===== src/rtl/branch_resolve_pkg.sv =====
// Shared encodings and condition helpers for the execute-stage branch resolver.
package branch_resolve_pkg;

  typedef enum logic [2:0] {
    BR_NONE = 3'd0,
    BR_BEQ  = 3'd1,
    BR_BNE  = 3'd2,
    BR_BLT  = 3'd3,
    BR_BGE  = 3'd4,
    BR_BGT  = 3'd5,
    BR_BLE  = 3'd6,
    BR_JMP  = 3'd7
  } br_op_e;

  typedef enum logic [1:0] {
    ST_IDLE     = 2'd0,
    ST_EVAL     = 2'd1,
    ST_REDIRECT = 2'd2
  } state_e;

  // Exactly one of three bits set: odd parity rules out 0 and 2, and all-three is excluded.
  function automatic logic flags_onehot(input logic lt, input logic eq, input logic gt);
    return (lt ^ eq ^ gt) && !(lt && eq && gt);
  endfunction

  function automatic logic cond_eval(input br_op_e op, input logic lt, input logic eq,
                                     input logic gt);
    case (op)
      BR_BEQ:  return eq;
      BR_BNE:  return !eq;
      BR_BLT:  return lt;
      BR_BGE:  return gt | eq;
      BR_BGT:  return gt;
      BR_BLE:  return lt | eq;
      BR_JMP:  return 1'b1;
      default: return 1'b0;
    endcase
  endfunction

endpackage


===== src/rtl/branch_resolve_sat_counter.sv =====
// Up-counter that sticks at all-ones; a synchronous clear takes priority over an increment.
module sat_counter #(
  parameter int CNT_W = 16
) (
  input  logic             clk,
  input  logic             rst,
  input  logic             i_inc,
  input  logic             i_clr,
  output logic [CNT_W-1:0] o_count
);

  logic [CNT_W-1:0] r_count;

  always_ff @(posedge clk or posedge rst) begin
    if (rst) begin
      r_count <= '0;
    end else if (i_clr) begin
      r_count <= '0;
    end else if (i_inc && (r_count != {CNT_W{1'b1}})) begin
      r_count <= r_count + 1'b1;
    end
  end

  assign o_count = r_count;

endmodule


===== src/rtl/branch_resolve.sv =====
// Resolves one branch per handshake from comparator flags, raises a held PC redirect
// for taken branches, and keeps saturating branch/taken statistics.
module branch_resolve
  import branch_resolve_pkg::*;
#(
  parameter int WIDTH = 32,
  parameter int CNT_W = 16
) (
  input  logic             clk,
  input  logic             rst,
  input  logic             in_valid,
  output logic             in_ready,
  input  logic [2:0]       br_op,
  input  logic [WIDTH-1:0] lt,
  input  logic [WIDTH-1:0] eq,
  input  logic [WIDTH-1:0] gt,
  input  logic [WIDTH-1:0] pc,
  input  logic [WIDTH-1:0] offset,
  output logic             resolved_valid,
  output logic             taken,
  output logic             redirect_valid,
  output logic [WIDTH-1:0] redirect_pc,
  input  logic             redirect_ack,
  output logic             flag_err,
  input  logic             clear_stats,
  output logic [CNT_W-1:0] branch_count,
  output logic [CNT_W-1:0] taken_count
);

  state_e           r_state;
  br_op_e           r_op;
  logic             r_lt, r_eq, r_gt;
  logic [WIDTH-1:0] r_target;
  logic [WIDTH-1:0] r_redir_pc;
  logic             r_resolved, r_taken, r_redir_valid, r_flag_err;

  logic w_eval, w_malformed, w_cond, w_unused;

  // Only bit 0 of each comparator word carries information.
  assign w_unused = ^{lt[WIDTH-1:1], eq[WIDTH-1:1], gt[WIDTH-1:1]};

  assign w_eval      = (r_state == ST_EVAL);
  assign w_malformed = !flags_onehot(r_lt, r_eq, r_gt) && (r_op != BR_JMP) && (r_op != BR_NONE);
  assign w_cond      = cond_eval(r_op, r_lt, r_eq, r_gt) && !w_malformed;

  always_ff @(posedge clk or posedge rst) begin
    if (rst) begin
      r_state       <= ST_IDLE;
      r_op          <= BR_NONE;
      r_lt          <= 1'b0;
      r_eq          <= 1'b0;
      r_gt          <= 1'b0;
      r_target      <= '0;
      r_redir_pc    <= '0;
      r_resolved    <= 1'b0;
      r_taken       <= 1'b0;
      r_redir_valid <= 1'b0;
    end else begin
      r_resolved <= 1'b0;
      case (r_state)
        ST_IDLE: begin
          if (in_valid) begin
            r_op     <= br_op_e'(br_op);
            r_lt     <= lt[0];
            r_eq     <= eq[0];
            r_gt     <= gt[0];
            r_target <= pc + offset;
            r_state  <= ST_EVAL;
          end
        end
        ST_EVAL: begin
          r_resolved <= 1'b1;
          r_taken    <= w_cond;
          if (w_cond) begin
            r_redir_valid <= 1'b1;
            r_redir_pc    <= r_target;
            r_state       <= ST_REDIRECT;
          end else begin
            r_state <= ST_IDLE;
          end
        end
        ST_REDIRECT: begin
          if (redirect_ack) begin
            r_redir_valid <= 1'b0;
            r_state       <= ST_IDLE;
          end
        end
        default: r_state <= ST_IDLE;
      endcase
    end
  end

  always_ff @(posedge clk or posedge rst) begin
    if (rst) begin
      r_flag_err <= 1'b0;
    end else if (clear_stats) begin
      r_flag_err <= 1'b0;
    end else if (w_eval && w_malformed) begin
      r_flag_err <= 1'b1;
    end
  end

  sat_counter #(.CNT_W(CNT_W)) u_branch_cnt (
    .clk     (clk),
    .rst     (rst),
    .i_inc   (w_eval),
    .i_clr   (clear_stats),
    .o_count (branch_count)
  );

  sat_counter #(.CNT_W(CNT_W)) u_taken_cnt (
    .clk     (clk),
    .rst     (rst),
    .i_inc   (w_eval && w_cond),
    .i_clr   (clear_stats),
    .o_count (taken_count)
  );

  assign in_ready       = (r_state == ST_IDLE);
  assign resolved_valid = r_resolved;
  assign taken          = r_taken;
  assign redirect_valid = r_redir_valid;
  assign redirect_pc    = r_redir_pc;
  assign flag_err       = r_flag_err;

endmodule

===== config.mk =====
export PLATFORM = sky130hd
export DESIGN_NAME = branch_resolve
export DESIGN_NICKNAME = d
export VERILOG_FILES = /design/src/rtl/branch_resolve_pkg.sv /design/src/rtl/branch_resolve_sat_counter.sv /design/src/rtl/branch_resolve.sv
export SDC_FILE = /design/constraint.sdc
export NUM_CORES = 1
export LEC_CHECK = 0
export ABC_CLOCK_PERIOD_IN_PS = 7900
export BUFFER_PORTS_ARGS = -buffer_cell sky130_fd_sc_hd__buf_2
export CORE_UTILIZATION = 25
export CTS_BUF_LIST = sky130_fd_sc_hd__clkbuf_4 sky130_fd_sc_hd__clkbuf_8
export CTS_CLUSTER_SIZE = 14
export DETAILED_ROUTE_END_ITERATION = 7
export PLACE_DENSITY = 0.55
export SETUP_SLACK_MARGIN = 0.3
export SLEW_MARGIN = 10
export SYNTH_ARGS = -nofsm -noshare
export SYNTH_HDL_FRONTEND = slang
export SYNTH_SLANG_ARGS = --single-unit

===== constraint.sdc =====
create_clock -name clk -period 7.9 [get_ports clk]
set_input_delay 1.185 -clock clk [delete_from_list [all_inputs] [get_ports clk]]
set_output_delay 1.185 -clock clk [all_outputs]
set_load 0.03 [all_outputs]

==> summary.txt <==
Clock network
  – CTS Hold Bufs: 0
  – Clk sinks: 108
  – Post-CTS Setup Repair Bufs: 0
  – Total CTS buffers: 9
  – Clock Latency Late Sink: 0.39 ns
  – Clk slew on worst S/H paths: 0.11 ns
  – CTS max path bufs: 2
  – H-tree depth: 3
  – Root buf cell: clkbuf_8
  – CTS tree: done
  – Post-CTS sizing: 0

Logic synthesis
  – Post-synth EDFFs: 0
  – FFs w/ async S/R, synth: 100%
  – Syn Inst Count: 595
  – Post-synth top flop: dfrtp_1
  – Cell area after synthesis: 0.00592 mm^2
  – Synth Warn #: 0
  – Syn Area/Cell: 9.95 um^2
  – Synth unique cells: 50
  – Seq/Total Area, Yosys: 45.6%
  – Post-synthesis register bit count: 108
  – Synthesized net count: 798

Floorplan
  – Die ar.: 0.0243 mm^2
  – FP Rows: 55
  – Top-level I/O count: 237
  – Die X: 156 um
  – Core ar.: 0.0229 mm^2
  – Die Ht: 156 um
  – Starting Density: 25.8%

Global routing
  – Largest net degree at the start of global routing: 66
  – Via count of the first global-routing pass: 4666
  – First-pass GRT wire length: 24.1 mm
  – Total Routing Usage GR: 12.5%
  – Initial antenna violation count: 0
  – Remaining global-route overflow: 0

Hold path
  – Worst hold start: r_target[1]$_DFFE_PP0P_
  – Hold Crit Depth: 2
  – Hold WC Path Type: register to register
  – Worst hold path endpoint: r_target[1]$_DFFE_PP0P_

Detailed routing
  – Drt drc: 0
  – Final ANT Viol Nets: 0
  – Vias: 4867
  – Via/cell ratio: 4.63
  – DR iter-0 viols: 203
  – DR pass1 iterations: 4
  – Total Wirelength: 14.6 mm
  – Drt wl/cell: 13.9 um

Timing
  – Final setup viols: 0
  – Max Clock Freq: 252 MHz
  – Final period util: 50.3%
  – RSZ-0062 raised after global routing: false
  – Max-slew violations: 0
  – Fin crit period: 3.98 ns
  – Worst-margin pin slew: 1.12 ns
  – Post-Route Setup TNS: 0 ns
  – Setup ws final: 3.92 ns
  – Worst Clk Skew: 0.0134 ns
  – Final hold viol count: 0
  – Max_slew headroom: 23.6%

Worst setup path
  – Worst Path Max Fanout: 4
  – R2r worst-path depth: 8
  – Setup crit start kind: primary input
  – CP Data Required Time: 8.16 ns
  – Worst R2R Setup Slack: 5.02 ns
  – RR Startpoint: r_eq$_DFFE_PP0P_
  – Crit path kind: primary input to register
  – Worst flop-to-flop path endpoint: u_taken_cnt.o_count[9]$_DFFE_PP0P_
  – Crit end category: register
  – Crit path DAT: 4.23 ns

Placement
  – PortBufs: 143
  – Dpl hpwl: 10.9 mm
  – RD Place Congestion: 0.770
  – Pre-CTS setup slack: 3.44 ns

Layout
  – Nets: 936
  – Antenna cells: 0
  – Share of cells above drive strength 1: 28.0%
  – Area Overhead vs Synth: 21.4%
  – Fin util: 31.4%

Power
  – LEAKAGE: 3.52 nW
  – Pwr Density: 280 mW/mm^2
  – Worst IR drop on VDD: 0.140 mV

Run status
  – Status: finished, final reports clean

Job
  – Max_cap viols: 0
worst max-delay path, cell delays in order:
cell and delay [ns]:
buf_2 0.10, ha_1 0.22, fa_1 0.40, a21o_1 0.19
a221oi_1 0.60, a211oi_1 0.27, o21ai_0 0.41, a21oi_1 0.21
a31oi_1 0.31, xor2_1 0.24, o21ai_0 0.09
where the power goes:
group,total [mW],switching (mW),internal [mW]
logic,0.798,0.487,0.311
clock network,0.361,0.209,0.153
registers,0.855,0.116,0.739
total,2.01,0.811,1.20
metal layers:
metal / routed length [um] / track usage (%)
met1: 7320 / 17.1
met2: 6580 / 19.9
met3: 568 / 2.42
met4: 158 / 3.64
met5: 0 / 0
kinds of logic after synthesis:
logic type      after synthesis  share of synthesized area (%)
xor+xnor                     50                           7.39
flops                       108                           45.6
fa+ha+maj                    35                           7.52
compound gates              127                           13.4
simple gates                207                           16.9
mux                          36                           6.99
buf+inv                      32                           2.09
per-stage QoR:
stage	instance area (um^2)	hold WS (ns)	total power [mW]	cells
floorplan	5920	0.433	1.43	595
global placement	6980	0.453	1.67	1035
detailed placement	6980	0.461	1.68	1035
CTS	7190	0.487	2.05	1051
global route	7190	0.511	2.16	1051
finish	7190	0.481	2.01	1051
cell type report:
class | instances | area [um^2]
fillers | 2444 | 15700
multi-input cells | 455 | 3100
flip-flops and latches | 108 | 2700
repair buffers | 146 | 738
well taps | 313 | 392
clock buffers | 9 | 124
clock inverters | 7 | 81.3
inverters | 13 | 51.3
worst max-delay path by stage:
stage	from	to	slack [ns]	cells after the start
2_1_floorplan	rst	flag_err$_DFFE_PP0P_	3.87	1
3_3_place_gp	offset[0]	r_target[22]$_DFFE_PP0P_	3.47	11
3_5_place_dp	offset[0]	r_target[22]$_DFFE_PP0P_	3.44	11
4_1_cts	offset[0]	r_target[22]$_DFFE_PP0P_	3.87	11
5_1_grt	offset[0]	r_target[22]$_DFFE_PP0P_	3.66	11
6_report	offset[0]	r_target[22]$_DFFE_PP0P_	3.92	11
synth_stat cells, types with 3 or more instances:
library cell,count,area share (%)
and4_1,4,0.59
mux2_2,33,6.3
nor2b_1,6,0.63
o21bai_1,3,0.38
nand2_1,78,4.9
dfrtp_1,108,46
a211oi_1,4,0.51
a21oi_1,34,2.9
a21o_1,20,2.5
and3_1,12,1.3
clkbuf_1,16,1.0
a31oi_1,4,0.42
nand2b_1,4,0.42
xor2_1,30,4.4
inv_1,12,0.76
nor3b_1,4,0.51
or2_2,3,0.32
nor2_1,42,2.7
o21ai_0,36,3.0
or3_1,5,0.53
ha_1,34,7.2
nand4_1,19,2.0
nand3_1,19,1.6
o31ai_1,5,0.63
o211ai_1,3,0.38
xnor2_1,20,3.0
nor3_1,4,0.34
sequential cells by signal, summed over array words and instances, names as in the netlist, 2 cells and up:
signal and cells:
r_target 32, redirect_pc 32, r_op 3, r_state 2, u_branch_cnt.o_count 16, u_taken_cnt.o_count 16
placed cells by master, fill, tap and decap left out, types with 4 or more instances in the layout:
cell,count
nand2b_1,4
a211oi_1,4
clkbuf_8,9
o31ai_1,5
inv_1,11
or3_1,5
o21ai_0,36
dfrtp_1,108
mux2_2,33
and3_1,12
a21oi_1,34
and4_1,4
nor2_1,42
nor3_1,4
nand2_1,77
buf_2,143
nand3_1,19
ha_1,34
xor2_1,30
nand4_1,19
nor2b_1,6
a31oi_1,4
xnor2_1,20
nor3b_1,4
a21o_1,20
Note: power is estimated with default switching activity, not from simulation.
